`src/rtl/hamming_byte_assembler.sv`:
```
// Hamming(7,4) correcting nibble-to-byte assembler for the UART receive path.
// Pairs corrected nibbles (low first) into bytes and buffers them in a small FIFO.
module hamming_byte_assembler #(
  parameter int unsigned DEPTH   = 4,
  parameter int unsigned TIMEOUT = 255
) (
  input  logic                     clk,
  input  logic                     rst_n,
  input  logic                     ena,
  input  logic [6:0]               data_in,
  input  logic                     valid_in,
  output logic [7:0]               out_data,
  output logic                     out_corrected,
  output logic                     out_valid,
  input  logic                     out_ready,
  output logic [7:0]               err_count,
  output logic                     overflow,
  output logic [$clog2(DEPTH):0]   fifo_level
);

  localparam int unsigned PtrW = $clog2(DEPTH);
  localparam int unsigned LvlW = PtrW + 1;
  localparam logic [LvlW-1:0] DepthLvl = LvlW'(DEPTH);
  localparam logic [15:0]     TmoLast  = 16'(TIMEOUT - 1);

  logic [6:0]      code_q;
  logic            code_v_q, code_v_d;
  logic            half_q, half_d;
  logic [3:0]      lo_q, lo_d;
  logic            lo_err_q, lo_err_d;
  logic [15:0]     tmo_q, tmo_d;
  logic [7:0]      err_q, err_d;
  logic            ovf_q, ovf_d;
  logic [PtrW-1:0] wr_ptr_q, wr_ptr_d, rd_ptr_q, rd_ptr_d;
  logic [LvlW-1:0] level_q, level_d;
  logic [8:0]      mem [DEPTH];

  logic [2:0] syn;
  logic [6:0] fixed;
  logic [3:0] nibble;
  logic       nib_err;
  logic       push_req, push, pop;
  logic [8:0] head;

  // Syndrome value equals the 1-based position of the flipped bit.
  always_comb begin
    syn[0] = code_q[0] ^ code_q[2] ^ code_q[4] ^ code_q[6];
    syn[1] = code_q[1] ^ code_q[2] ^ code_q[5] ^ code_q[6];
    syn[2] = code_q[3] ^ code_q[4] ^ code_q[5] ^ code_q[6];
    for (int i = 0; i < 7; i++) begin
      fixed[i] = code_q[i] ^ (syn == 3'(i + 1));
    end
    nibble  = {fixed[6], fixed[5], fixed[4], fixed[2]};
    nib_err = |syn;
  end

  always_comb begin
    code_v_d = code_v_q;
    half_d   = half_q;
    lo_d     = lo_q;
    lo_err_d = lo_err_q;
    tmo_d    = tmo_q;
    err_d    = err_q;
    if (ena) begin
      code_v_d = valid_in;
      if (code_v_q) begin
        tmo_d = '0;
        if (nib_err && err_q != 8'hFF) err_d = err_q + 8'd1;
        if (!half_q) begin
          half_d   = 1'b1;
          lo_d     = nibble;
          lo_err_d = nib_err;
        end else begin
          half_d = 1'b0;
        end
      end else if (half_q) begin
        if (tmo_q == TmoLast) begin
          half_d = 1'b0;
          tmo_d  = '0;
        end else begin
          tmo_d = tmo_q + 16'd1;
        end
      end else begin
        tmo_d = '0;
      end
    end
  end

  assign push_req = ena & code_v_q & half_q;
  assign pop      = ena & out_valid & out_ready;
  // A pop in the same cycle frees the slot, so a full FIFO still accepts.
  assign push     = push_req & ((level_q != DepthLvl) | pop);

  always_comb begin
    wr_ptr_d = wr_ptr_q;
    rd_ptr_d = rd_ptr_q;
    level_d  = level_q;
    ovf_d    = ovf_q;
    if (push) wr_ptr_d = wr_ptr_q + PtrW'(1);
    if (pop)  rd_ptr_d = rd_ptr_q + PtrW'(1);
    if (push && !pop)      level_d = level_q + LvlW'(1);
    else if (pop && !push) level_d = level_q - LvlW'(1);
    if (push_req && !push) ovf_d = 1'b1;
  end

  always_ff @(posedge clk or negedge rst_n) begin
    if (!rst_n) begin
      code_q   <= '0;
      code_v_q <= 1'b0;
      half_q   <= 1'b0;
      lo_q     <= '0;
      lo_err_q <= 1'b0;
      tmo_q    <= '0;
      err_q    <= '0;
      ovf_q    <= 1'b0;
      wr_ptr_q <= '0;
      rd_ptr_q <= '0;
      level_q  <= '0;
    end else begin
      if (ena && valid_in) code_q <= data_in;
      code_v_q <= code_v_d;
      half_q   <= half_d;
      lo_q     <= lo_d;
      lo_err_q <= lo_err_d;
      tmo_q    <= tmo_d;
      err_q    <= err_d;
      ovf_q    <= ovf_d;
      wr_ptr_q <= wr_ptr_d;
      rd_ptr_q <= rd_ptr_d;
      level_q  <= level_d;
    end
  end

  always_ff @(posedge clk) begin
    if (push) mem[wr_ptr_q] <= {nib_err | lo_err_q, nibble, lo_q};
  end

  assign head          = mem[rd_ptr_q];
  assign out_valid     = (level_q != '0);
  assign out_data      = out_valid ? head[7:0] : 8'h00;
  assign out_corrected = out_valid & head[8];
  assign err_count     = err_q;
  assign overflow      = ovf_q;
  assign fifo_level    = level_q;

endmodule

```
`config.mk`:
```
export PLATFORM = sky130hd
export DESIGN_NAME = hamming_byte_assembler
export DESIGN_NICKNAME = d
export VERILOG_FILES = /design/src/rtl/hamming_byte_assembler.sv
export SDC_FILE = /design/constraint.sdc
export NUM_CORES = 1
export LEC_CHECK = 0
export CAP_MARGIN = 20
export CORE_ASPECT_RATIO = 1.2
export CORE_MARGIN = 1.5
export CORE_UTILIZATION = 58
export DETAILED_ROUTE_END_ITERATION = 12
export PLACE_DENSITY = 0.87
export SYNTH_ARGS = -nofsm -noshare
export SYNTH_HDL_FRONTEND = slang
export SYNTH_SLANG_ARGS = --single-unit
export TNS_END_PERCENT = 10
```
`constraint.sdc`:
```
create_clock -name clk -period 2.5 [get_ports clk]
set_input_delay 0.5 -clock clk [delete_from_list [all_inputs] [get_ports clk]]
set_output_delay 0.5 -clock clk [all_outputs]
set_load 0.02 [all_outputs]
```
==> flow_summary.toml <==
[critical_path]
r2r_slack_ns = 0.18
path_max_fanout = 11
r2r-start = "fifo_level[1]"
startpoint_type = "register"
critPathMaxStageDelay_ns = 0.52
r2r_end = "fifo_level[2]"
cp.arrival_ns = 1.93
cp_num_cells = 4
worstPathRequired_ns = 2.00
reg2regPathDepth = 8
timing.critical_path.buf_inv = 2
crit_start = "rd_ptr_q[0]"
path_cells = "buf_12 -> mux4_2 -> and2_1 -> dlygate4sd2_1"
crit_family = "multiplexers"
cp-end-kind = "output port"
timing_worst_setup_path_type = "register to output port"
critPathSlowestCell = "mux4_2"

[global_routing]
antenna_found_initial = 0
grt_first_pass_wirelength_mm = 12.8
grt_max_degree = 47
grt_pass1_vias = 2668
grt-ovfl-total = 0
grt.total_usage_pct = 23.3

[timing]
worst_slack_ns = 0.0733
finalSetupViolCount = 0
rsz0062_at_grt = "true"
period_needed_ns = 2.43
timing.final.max_slew_violations = 0
hold_viol = 0
finalCritPeriodShare_pct = 97.1
slew_headroom_pct = 60.6
clock.fmax_mhz = 412
worst_slew_pin_slew_ns = 0.587
clock_skew_ns = 0.00593
holdWs_ns = 0.105

[worst_hold_path]
hold_path_class = "input pin to asynchronous set/reset pin"

[power_and_ir_drop]
p_leak_nw = 1.88
total_power_mw = 4.85
ir_drop_mv = 0.507
powerDensity_nw_per_um2 = 1020

[cts]
cts_max_level = 3
cts.path.max_buffers = 2
cts_made_buffers = 9
tritoncts = "yes"
cts_setup_buffers = 0
ctsRootBufferMaster = "clkbuf_8"
clkTransAtPathRegs_ns = 0.09
clkLatencyLatePin_ns = 0.35
clkSinkCount = 82

[finish]
antennaDiodeCount = 0
fillers = 425
final_layout_size_suffix_gt1_share_pct = 17.1
fin_area_um2 = 4750
syn2layout_area_growth_pct = 19.7
layout.nets = 397

[synth]
synth_area_um2 = 3970
synth_warnings = 0
synth_top_family_by_area = "simple AND/OR/NAND/NOR gates"
synth_xor_area_share_pct = 7.91
yosysUniqueCellTypes = 51
synthMuxAreaShare_pct = 8.22
synthCells = 326
synth_compound_area_share_pct = 8.25
async_flop_share_pct = 56.1
avgSynthCellArea_um2 = 12.2
synthAdderAreaFrac_pct = 3.02
synth_top_area_share_pct = 29.0
synth_edf_count = 36
ys.flop_type = "dfrtp_1"
yosysSeqAreaShare_pct = 56.2
synth-simple-area-share_pct = 13.7
ys_seq_elements = 82
synth_area_leaders = "dfrtp_1, edfxtp_1, mux4_2, xor2_1, xnor2_1"
synth_fp_nets = 347
yosysTopAreaCell = "dfrtp_1"

[die]
dieArea_um2 = 7350
core_um2 = 6530
initial_utilization_pct = 60.9
die_y_um = 93.6
io_pins = 34
dieWidth_um = 78.5
placementRows = 32

[route]
drtIter0Drc = 102
wl_mm = 7.88
drt-vias-per-instance = 5.82
drc = 0
wire_per_inst_um = 16.9
dr_total_vias = 2713
first_pass_iters = 4
ant_nets = 0

[placed_design]
place_area_um2 = 4500
post-dp-hpwl_mm = 5.17
pre_cts_ws_ns = -0.162
port_buffers = 33
gp_congestion = 0.819

[flow_run]
timing.max_cap.violations = 0

[outcome]
run_status = "finished clean"
## cells in the mapped netlist (2+ instances only)
master and count:
ha_1 8, or3_1 2, o21ai_0 12, buf_2 2, a21oi_1 11, nand2b_1 2
nor4_1 3, mux2_2 11, inv_1 10, and2_1 14, a211oi_1 2, a31oi_1 4
xnor2_1 16, a311oi_1 5, mux4_2 9, nor2_1 31, xor2_1 18, nand2_1 22
nand3_1 8, nor3_1 7, o221ai_1 2, edfxtp_1 36, a21o_1 2, dfrtp_1 46
or4_1 2, clkbuf_1 8, nand4_1 9
## layer usage
layer / up-vias / global-route usage [%] / routed length (µm)
li1: 1279 / - / -
met1: 1338 / 26.8 / 3050
met2: 82 / 42.7 / 4370
met3: 14 / 2.73 / 290
met4: 0 / 10.9 / 170
met5: - / 0 / 0
## final cells by class
| class | count | area, µm² | area share [%] |
|---|---|---|---|
| Clock buffer | 9 | 124 | 2.61 |
| Tap cell | 85 | 106 | 2.24 |
| Timing Repair Buffer | 52 | 482 | 10.1 |
| Clock inverter | 7 | 125 | 2.63 |
| Multi-Input combinational cell | 220 | 1640 | 34.6 |
| Sequential cell | 82 | 2230 | 46.9 |
| Inverter | 11 | 41.3 | 0.868 |
## per-stage QoR
step                setup TNS (ns)  utilization [%]  std cells
global placement            -0.168             69.0        450
CTS                              0             72.7        466
finish                           0             72.9        466
floorplan                        0                -        326
detailed placement          -0.306             69.0        450
global route               -0.0263             72.9        466
## repair_timing
action	in CTS	in global routing
hold buffers	0	0
resized for setup	10	1
endpoints found under the setup margin	9	3
## flip-flops by register name (all words and copies together) (netlist names)
name and count:
mem 36, tmo_q 16, err_count 8, code_q 7, lo_q 4, fifo_level 3, rd_ptr_q 2, wr_ptr_q 2
code_v_q 1, half_q 1, lo_err_q 1, overflow 1
## placed cells by master (no fill, tap or decap), types with 4 or more instances in the layout
cell and count:
o21ai_0 12, ha_1 8, nor2_1 31, nand4_1 9
a311oi_1 5, a31oi_1 4, dfrtp_1 46, mux4_2 9
edfxtp_1 36, inv_1 10, mux2_2 11, clkdlybuf4s50_1 23
xor2_1 18, nand3_1 8, clkbuf_8 9, nor3_1 7
buf_4 17, and2_1 14, xnor2_1 15, dlygate4sd2_1 9
a21oi_1 11, nand2_1 22
## worst max-delay path by stage
stage | end | slack (ns)
floorplan | fifo_level[2] | 0.11
global placement | fifo_level[1] | -0.09
detailed placement | fifo_level[1] | -0.16
CTS | out_data[5] | 0.06
global route | fifo_level[2] | -0.03
finish | out_data[5] | 0.07
## kinds of logic after synthesis
family,after synthesis
XOR/XNOR,35
AO/OA/AOI/OAI,48
adder cells (fa/ha/maj),9
AND/OR/NAND/NOR,108
multiplexers,20
flip-flops,82
buffers and inverters,24
## where the power goes
group / switching (mW) / internal [mW]
Sequential: 0.254 / 1.70
Clock: 0.499 / 0.674
Combinational: 0.900 / 0.822
Note: power is estimated with default switching activity, not from simulation.
==> variant 1 (same flow settings) <==
The parameter `TIMEOUT` goes from 255 to 127.
--- a/src/rtl/hamming_byte_assembler.sv
+++ b/src/rtl/hamming_byte_assembler.sv
@@ -3,5 +3,5 @@
 module hamming_byte_assembler #(
   parameter int unsigned DEPTH   = 4,
-  parameter int unsigned TIMEOUT = 255
+  parameter int unsigned TIMEOUT = 127
 ) (
   input  logic                     clk,
Check against the original RTL: no difference found for any inputs over 4 cycles, from zero or initial values and one cycle with rst_n low; that may be too few to reach the edited logic, so the function may still have changed.
==> variant 1 against the unedited design <==
  * Highest routed layer unchanged
  * Clock power shrank 21%
  * Utilization fell by 0.28 points
  * Total power is 6.9% lower
  * Critical endpoint is now out_data[4]
  * Synthesized area decreased by 5.2%
  * Routed wire length down 19%
  * Cell area is 5.9% lower
  * Sequential cell count is the same
  * Count of clock-buffer cells in the layout up 1
  * Worst setup slack better by 0.046 ns
==> variant 1: results (changes against the unedited design) <==
| Metric | Value |
|---|---|
| Outcome | complete, no violations |
| CP Max Fanout | 9 (-2) |
| Dominant cells by area after synthesis | dfrtp_1 31%, edfxtp_1 29%, mux4_2 5.4%, xnor2_1 4.4%, mux2_2 3.6% |
| CP arrival | 1.88 ns (-0.05 ns) |
| Post-DR wirelength/cell | 15.6 um (-7.5%) |
| Via Count | 2266 (-16%) |
| First DRT Iteration DRCs | 78 (-24%) |
| Clkbuf count | 10 (+1) |
| Clk tree area frac | 0.0433 (-0.00904) |
| Fillers | 408 (-4.0%) |
| Sequential cells | 82 (unchanged) |
| Wl on met1 | 2750 um (-9.7%) |
| Dpl ws | -0.0992 ns (+0.0627 ns) |
| Synthesized area per cell | 13.9 um2 (+14%) |
| Placed cell areas | 4280 um2 (-5.0%) |
| HPWL after DPL | 4570 um (-12%) |
| Die footprint | 6980 um2 (-5.0%) |
| Sequential share of cell area | 0.499 (+0.0293) |
| Number of global-route vias before repair | 2393 (-10%) |
| Fraction of area in multi-input gates | 0.334 (-0.0123) |
| Cell Count, Final, Fillers Out | 410 (-12%) |
| R2R setup slack | 0.29 ns (+0.11 ns) |
| Leakage | 1.78 nW (-5.5%) |
| Met3 wire len | 134 um (-54%) |
| First-pass GRT wire length | 11200 um (-13%) |
| Sequential element share of the synthesized area | 0.593 (+0.0310) |
| Global routing met2 resource utilization | 0.367 (-0.0599) |
| # placed instances | 393 (-13%) |
| Met3 GRT Util | 0.0271 (-0.000181) |
| P_clk | 0.000920 W (-21%) |
| Bufs w/o clock | 47 (-9.6%) |
| Mapped Nets | 291 (-16%) |
| Non-CTS inverters | 6 (-5) |
| Final net count | 344 (-13%) |
| Cell variety after synth | 41 (-20%) |
| Maximum vdd ir drop | 0.664 mV (+31%) |
| Clock skew | 0.00825 ns (+0.00232 ns) |
| Most common library cells after synthesis | 46 x dfrtp_1, 36 x edfxtp_1, 20 x nor2_1 |
| Gr usage total | 0.206 (-0.0269) |
| NonClk Buf Share | 0.0964 (-0.00487) |
| Switch Pwr | 0.00152 W (-8.0%) |
| Grt met1 use | 0.254 (-0.0145) |
==> variant 1: cell count changes after synthesis, moves of 5 or more <==
| cell | change |
|---|---|
| xor2_1 | -7 |
| a311oi_1 | -5 |
| a21oi_1 | -9 |
| o21ai_0 | -11 |
| nand2_1 | -6 |
| clkbuf_1 | -5 |
| nor2_1 | -11 |
| o21ai_1 | +6 |
==> variant 1: worst max-delay path: stages, from the launching register on <==
cell           delay, ns
dfrtp_1             0.40
buf_12              0.16
mux4_2              0.50
and2_1              0.16
dlygate4sd2_1       0.31
==> variant 1: timing repair <==
| item | CTS | global route |
|---|---|---|
| buffers inserted | 1 | 0 |
| setup endpoints to repair | 9 | 2 |
| endpoints found under the hold margin | 0 | 0 |
| gates resized for setup | 9 | 1 |
==> variant 1: worst max path at each step <==
| stage | slack (ns) | end | cells after the start |
|---|---|---|---|
| 2_1_floorplan | 0.33 | fifo_level[2] | 8 |
| 3_3_place_gp | 0.03 | fifo_level[2] | 9 |
| 3_5_place_dp | -0.1 | fifo_level[2] | 9 |
| 4_1_cts | 0.05 | out_valid | 2 |
| 5_1_grt | 0.03 | fifo_level[2] | 9 |
| 6_report | 0.12 | out_data[4] | 4 |
==> variant 1: metrics by stage <==
step	utilization	TNS [ns]
6_report	0.726	0
4_1_cts	0.725	0
5_1_grt	0.726	0
3_3_place_gp	0.694	0
3_5_place_dp	0.694	-0.101
2_1_floorplan	-	0
==> variant 1: kinds of logic (layout without fill, tap and decap cells) <==
family	Yosys count	in the layout	share of synthesized area
DFF	82	82	0.593
xor gates and xnor gates	35	35	0.0934
muxes	24	24	0.0987
buffers and inverters	11	69	0.0116
adders and majority gates	9	9	0.0319
and+or+nand+nor	91	91	0.132
AOI/OAI and AO/OA	18	18	0.0396
==> variant 2 (config.mk and constraints unchanged) <==
Without the edit above. `lo_q` no longer has a reset.
--- a/src/rtl/hamming_byte_assembler.sv
+++ b/src/rtl/hamming_byte_assembler.sv
@@ -109,5 +109,4 @@
       code_v_q <= 1'b0;
       half_q   <= 1'b0;
-      lo_q     <= '0;
       lo_err_q <= 1'b0;
       tmo_q    <= '0;
@@ -121,5 +120,4 @@
       code_v_q <= code_v_d;
       half_q   <= half_d;
-      lo_q     <= lo_d;
       lo_err_q <= lo_err_d;
       tmo_q    <= tmo_d;
@@ -130,4 +128,8 @@
       level_q  <= level_d;
     end
+  end
+
+  always_ff @(posedge clk) begin
+    lo_q <= lo_d;
   end
 
Behaviour: same outputs for any inputs over 4 cycles, from zero or initial values and one cycle with rst_n low; that may be too few to reach the edited logic, so the function may still have changed.
==> variant 2 against the unedited design <==
  * Non-clock buffer count fell by 4
  * Total power is 11% lower
  * Cell area is 2.4% lower
  * Routed wire length decreased by 10%
  * Sequential cell count unchanged
  * Clock power is 30% lower
  * Sequential share of layout area increased by 1.6 points
  * Fmax barely moved
  * Synthesized cell count rose by 0.61%
  * Synthesized area grew 0.76%
  * Largest power group unchanged
  * Worst setup slack lost 0.0011 ns
==> variant 2: results (changes against the unedited design) <==
| Metric | Value |
|---|---|
| Clock skew | 0.00936 ns (+0.00343 ns) |
| Yosys Warn Count | 0 (unchanged) |
| Number of synthesized flops with an enable pin | 40 (+11%) |
| Slew @ Worst Pin | 0.945 ns (+0.358 ns) |
| Dpl ws | -0.0492 ns (+0.113 ns) |
| Worst Reg-to-Reg Cells | 5 (-3) |
| First DRT Iteration DRCs | 135 (+32%) |
| CP arrival | 1.93 ns (about the same) |
| Longest Clk Path Bufs | 2 (unchanged) |
| Post-synth ARST share | 0.512 (-0.0488) |
| Sequential element share of the synthesized area | 0.563 (+0.000785) |
| CP Max Fanout | 9 (-2) |
| IO buf count | 33 (unchanged) |
| Number of global-route vias before repair | 2659 (-0.34%) |
| Top_reg_cell synth | dfrtp_1 |
| Fillers | 494 (+16%) |
| Most common library cells after synthesis | 42 x dfrtp_1, 40 x edfxtp_1, 28 x nor2_1 |
| Final wirelength | 7090 um (-10%) |
| Worst hold slack | 0.294 ns (+0.188 ns) |
| R2R setup slack | 0.29 ns (+0.11 ns) |
| CTS root buf | clkbuf_8 |
| Clock latency at the later pin of the worst-skew pair | 0.35 ns (about the same) |
| Initial antenna violation count | 0 (unchanged) |
| Gr usage total | 0.217 (-0.0153) |
| Placer Congestion | 0.805 (-1.8%) |
| Routed vias/inst | 5.57 (-4.3%) |
| Reg with most FFs | mem |
| Layout cell share with drive strength beyond 1 | 0.146 (-0.0247) |
| Setup Buffers After CTS | 0 (unchanged) |
| Leakage | 1.84 nW (-2.3%) |
| Final net count | 393 (-1.0%) |
| Largest net degree at the start of global routing | 43 (-8.5%) |
| Maximum vdd ir drop | 0.659 mV (+30%) |
| Mapped Nets | 349 (+0.58%) |
| HPWL after DPL | 5040 um (-2.5%) |
| Initial DRT Pass Iterations | 7 (+3) |
| H-tree Lvls | 3 (unchanged) |
| Clock Pin Slew Worst Setup and Hold Paths | about 0.08 ns |
| First-pass GRT wire length | 12200 um (-4.4%) |
| Cell variety after synth | 47 (-7.8%) |
| Outcome | complete, no violations |
| Dominant cells by area after synthesis | edfxtp_1 30%, dfrtp_1 26%, mux4_2 5.1%, xor2_1 4.2%, xnor2_1 2.8% |
[variant 2: cell families after synthesis]
kind of cell	Yosys count	share of synthesized area
AND/OR/NAND/NOR	118	0.150
multiplexers	23	0.0901
adder cells (fa/ha/maj)	9	0.0300
AO/OA/AOI/OAI	42	0.0700
buffers and inverters	22	0.0266
flip-flops	82	0.563
XOR/XNOR	32	0.0700
[variant 2: timing repair]
item,4_1_cts,5_1_grt
gates cloned,0,0
setup endpoints to repair,9,5
resized for setup,9,5
[variant 2: worst paths after layout]
path	start	endpoint
min reg2reg	err_count[5]	err_count[5]
max in group asynchronous	rst_n	rd_ptr_q[1]
min in group clk	err_count[5]	err_count[5]
max reg2reg	code_q[4]	lo_q[3]
min	rst_n	tmo_q[6]
max	rd_ptr_q[0]	out_data[5]
[variant 2: power by group]
part	total, W	switching [W]	internal (W)
Clock	0.000816	0.000464	0.000352
Sequential	0.00187	0.000221	0.00165
Combinational	0.00161	0.000817	0.000794
[variant 2: layout make-up]
cell class              instances  area share
flip-flops and latches         82       0.485
multi-input cells             224       0.355
repair buffers                 48      0.0957
clock buffers                  10      0.0275
well taps                      87      0.0235
clock inverters                 6     0.00728
inverters                       7     0.00566
[variant 2: metal layers]
layer  vias up  share of wire  global-route usage
met5         -              0                   0
met3         8          0.029              0.0340
li1       1258              -                   -
met1      1278           0.41               0.258
met4         0          0.012              0.0877
met2        42           0.54               0.393
[variant 2: metrics by stage]
step	setup TNS, ns	instances	cell area, um2
3_5_place_dp	-0.0624	448	4480
3_3_place_gp	0	448	4480
5_1_grt	0	464	4640
6_report	0	464	4640
4_1_cts	0	464	4630
2_1_floorplan	0	328	4000
[variant 2: worst max-delay path, cell delays in order (launching register included)]
cell and delay, ns:
dfrtp_1 0.43, buf_12 0.17, mux4_2 0.49, and2_1 0.17, dlygate4sd2_1 0.31
